$ cat config.mk
export PLATFORM = sky130hd
export DESIGN_NAME = simon_data_in
export DESIGN_NICKNAME = d
export VERILOG_FILES = /design/src/rtl/simon_data_in.sv
export SDC_FILE = /design/constraint.sdc
export NUM_CORES = 1
export LEC_CHECK = 0
export CORE_MARGIN = 3
export CORE_UTILIZATION = 35
export DETAILED_ROUTE_END_ITERATION = 6
export GPL_ROUTABILITY_DRIVEN = 0
export REMOVE_ABC_BUFFERS = 1
export SLEW_MARGIN = 20
export SYNTH_ARGS = -nofsm -noshare
export SYNTH_HDL_FRONTEND = slang
export SYNTH_SLANG_ARGS = --single-unit
$ cat constraint.sdc
create_clock -name clk -period 2.5 [get_ports clk]
set_input_delay 0.25 -clock clk [delete_from_list [all_inputs] [get_ports clk]]
set_output_delay 0.25 -clock clk [all_outputs]
set_load 0.05 [all_outputs]
$ cat src/rtl/simon_data_in.sv
// SIMON input packet unpacker: validates {info,count,data} packets, hands key or 1-2 blocks to the core.
// Latency: 3 cycles from in_donePKT rise to doneKEY/doneDATA, plus the in_donePKT drop wait; single-packet buffer,
// upstream backpressured by withholding in_readPKT until IDLE. Optional SIMON_PKTERR_EN adds errPKT/errCNT.
`timescale 1ns/1ps
module simon_data_in #(
  parameter int          N    = 32,
  parameter logic [3:0]  MODE = 4'h0
) (
  input  logic                   clk,
  input  logic                   R,
  input  logic                   in_donePKT,
  input  logic [(N/2+2)*8-1:0]   in_pkt,
  output logic                   in_readPKT,
  output logic                   doneDATA,
  input  logic                   readDATA,
  output logic [2*N-1:0]         dataIN,
  output logic                   doneKEY,
  input  logic                   readKEY,
  output logic [4*N-1:0]         keyIN,
  output logic [7:0]             infoIN,
  output logic [7:0]             countIN
`ifdef SIMON_PKTERR_EN
  ,
  output logic                   errPKT,
  output logic [7:0]             errCNT
`endif
);

  localparam int PW = (N/2+2)*8;

  typedef enum logic [2:0] {IDLE, ACK, CHECK, KEY, BLK0, GAP, BLK1} state_t;

  state_t        state;
  logic [PW-1:0] pkt;
  logic [7:0]    count_pkt;
  logic [7:0]    pkt_info;
  logic [7:0]    pkt_count;
  logic [4*N-1:0] pkt_data;
  logic          pkt_ok;

  assign pkt_info  = pkt[PW-1 -: 8];
  assign pkt_count = pkt[PW-9 -: 8];
  assign pkt_data  = pkt[4*N-1:0];
  assign pkt_ok    = (pkt_count == count_pkt) && (pkt_info[3:0] == MODE) && !pkt_info[4];

  always_ff @(posedge clk) begin
    if (R) begin
      state      <= IDLE;
      pkt        <= '0;
      count_pkt  <= '0;
      in_readPKT <= 1'b0;
      doneDATA   <= 1'b0;
      dataIN     <= '0;
      doneKEY    <= 1'b0;
      keyIN      <= '0;
      infoIN     <= '0;
      countIN    <= '0;
`ifdef SIMON_PKTERR_EN
      errPKT     <= 1'b0;
      errCNT     <= '0;
`endif
    end else begin
      case (state)
        IDLE: begin
          if (in_donePKT) begin
            pkt        <= in_pkt;
            in_readPKT <= 1'b1;
            state      <= ACK;
          end
        end
        ACK: begin
          if (!in_donePKT) begin
            in_readPKT <= 1'b0;
            state      <= CHECK;
          end
        end
        CHECK: begin
          if (!pkt_ok) begin
            // Bad packets were already acked upstream; just discard them.
            state <= IDLE;
`ifdef SIMON_PKTERR_EN
            errPKT <= 1'b1;
            if (errCNT != 8'hFF) errCNT <= errCNT + 8'd1;
`endif
          end else begin
            count_pkt <= count_pkt + 8'd1;
            infoIN    <= pkt_info;
            countIN   <= pkt_count;
            if (pkt_info[5]) begin
              keyIN   <= pkt_data;
              doneKEY <= 1'b1;
              state   <= KEY;
            end else begin
              dataIN   <= pkt_data[2*N-1:0];
              doneDATA <= 1'b1;
              state    <= BLK0;
            end
          end
        end
        KEY: begin
          if (readKEY) begin
            doneKEY <= 1'b0;
            state   <= IDLE;
          end
        end
        BLK0: begin
          if (readDATA) begin
            doneDATA <= 1'b0;
            state    <= pkt_info[7] ? GAP : IDLE;
          end
        end
        GAP: begin
          // The core detects blocks on the doneDATA edge, so it must see one low cycle here.
          dataIN   <= pkt_data[4*N-1:2*N];
          doneDATA <= 1'b1;
          state    <= BLK1;
        end
        BLK1: begin
          if (readDATA) begin
            doneDATA <= 1'b0;
            state    <= IDLE;
          end
        end
        default: state <= IDLE;
      endcase
    end
  end

endmodule

==> reports/results.txt <==
status: finished clean
TritonCTS clock tree: built
count of final hold-check violations: 0
pin count of the biggest net entering global routing: 130
Syn Area/Cell: 8.12 um2
Critical-path top delay cell: or4_4
number of clock buffers inserted by TritonCTS: 40
CP Capture Type: flip-flop
Post-DP HPWL: 26800 um
Mapped Area: 0.0132 mm2
asr flop ratio synth: 0%
Vert. Die Dim: 200 um
share of cells above drive strength 1: 4.80%
Post-CTS Setup Inserts: 0
first-pass GRT wire length: 66000 um
worst-margin pin slew: 0.639 ns
CP startpoint kind: flip-flop
worst hold path class: input port to flip-flop
Max clock buf depth: 3
Ports: 360
initial antenna violation count: 3
initial DRC count: 565
Syn Inst Count: 1628
final instance area: 0.0187 mm2
die width: 200 um
grt total ovfl: 0
DR pass1 iterations: 5
Nets: 2082
Util after Layout: 50.5%
Synth Register Bits: 366
Fmax: 430 MHz
Final WS setup: 0.174 ns
CTS Root Cell: clkbuf_16
Tcrit/Tclk final: 93.0%
CORE AREA: 0.0370 mm2
sequential area share after synthesis: 55.4%
Hold Crit Start: R
top-area cell type share of the netlist area: 55.4%
WL final: 42200 um
power per cell area: 736 mW/mm2
Clock Skew: 0.0236 ns
Routed Antenna Nets: 0
Post-synth top cells: 615 x nand2_1, 366 x dfxtp_1, 286 x a21oi_1
via count: 12000
clk_lat worst skew: 0.55 ns
Ys Warns: 0
Resized cells post-CTS: 0
Required @ worst endpoint: 2.95 ns
Tot GR Track Use: 20.2%
Worst slew margin: 57.4%
final max-slew violation count: 0
top cells by area, synth: dfxtp_1 55%, nand2_1 17%, a21oi_1 11%, mux2i_1 5.7%, clkbuf_1 2.8%
WHS: 0.0935 ns
htree depth: 2
Tmin final: 2.33 ns
synthesis-to-finish area growth: 41.1%
leak pwr: 6.36 nW
# port buffers: 359
Slowest Stage Delay on Critical Path: 0.58 ns
cell with the most instances after synthesis: nand2_1
crit-path max FO: 22
Most used DFF post-synth: dfxtp_1
RSZ-0062 raised after global routing: no
Netlist cell types: 34
Starting Density: 35.8%
max-cap violation count: 0
pre-CTS setup slack: 0.191 ns
non-filler cells, final: 2464
Clk pin slew, worst setup/hold paths: 0.06 ns
hold buffers post-CTS: 0
Num Clock Sinks: 366
Rows: 70
Post-synth EDFFs: 0
largest area contributor in the netlist: dfxtp_1
Via density: 4.86
worst path cell trace: nor4_2, nand4_1, or4_4, buf_4, or3_1, a21oi_1
Crit. Startpoint: pkt[136]
Placed Area: 0.0173 mm2
Worst R2R Start: pkt[136]
DP Cell Count: 2394
Die ar.: 0.0401 mm2
fillcell total: 3660
Setup-failing EPs final: 0
worst setup path class: flip-flop to flip-flop
vias in the first global route: 11600
Remaining DRCs: 0
critical path arrival: 2.78 ns
Peak VDD IR: 0.522 mV
WL/cell: 17.1 um
## where the power goes
part / total [mW] / switching (mW) / internal [mW] / leakage (nW)
sequential: 6.34 / 0.226 / 6.12 / 2.97
clock: 5.86 / 2.33 / 3.53 / 0.642
combinational: 1.53 / 0.914 / 0.615 / 2.75
total: 13.7 / 3.47 / 10.3 / 6.36
## layer usage
layer,share of wire (%),global-route usage (%)
met4,3.0,7.43
met1,43,25.5
met2,46,32.6
met3,7.4,6.21
met5,0.081,0
## flip-flops by register name, indices dropped and copies added (netlist names)
name and count:
countIN 8, in_readPKT 1, state 3, pkt 144, infoIN 8, doneDATA 1, dataIN 64, count_pkt 8
keyIN 128, doneKEY 1
## placed cells by master, fill, tap and decap left out, types with 11 or more instances in the layout
cell type / n
dfxtp_1: 366
mux2i_1: 75
a21oi_1: 286
nor2_1: 24
clkbuf_16: 41
clkbuf_8: 11
clkdlybuf4s50_1: 358
nand2_1: 615
o21ai_0: 64
buf_12: 14
## worst max-delay path, delay by kind of cell (launching register included)
kind / cells / cell delay (ns)
and+or+nand+nor: 4 / 1.54
DFF: 1 / 0.32
buffers and inverters: 1 / 0.25
AOI/OAI and AO/OA: 1 / 0.15
## metrics by stage
step / TNS, ns / power [mW]
floorplan: -1171.75 / 7.30
global placement: 0 / 7.97
detailed placement: 0 / 8.01
CTS: 0 / 13.9
global route: 0 / 14.3
finish: 0 / 13.7
## area by class of cell
type,count,area (um2),share of cell area [%]
sequential,366,7330,39.3
timing repair buffer,382,3950,21.2
inverter,3,11.3,0.0604
tap,504,631,3.38
antenna,1,2.50,0.0134
clock buffer,60,1210,6.47
multi-input combinational,1139,5430,29.1
clock inverter,9,100,0.537
## path summary, 6_finish.rpt
kind	end	slack, ns	cells after the start
max	count_pkt[4]	0.17	6
min	infoIN[5]	0.09	2
max reg2reg	count_pkt[4]	0.17	6
min reg2reg	keyIN[107]	0.45	2
## logic make-up (layout without fill, tap and decap cells)
kind of cell	Yosys count	count (layout)	synth area share, %
and+or+nand+nor	688	688	20.5
other	0	1	0
muxes	75	75	5.68
buffers and inverters	123	454	3.74
DFF	366	366	55.4
xor gates and xnor gates	11	11	0.729
adders and majority gates	1	1	0.0946
AOI/OAI and AO/OA	364	364	13.9
Power figures use the tool's default switching activity.
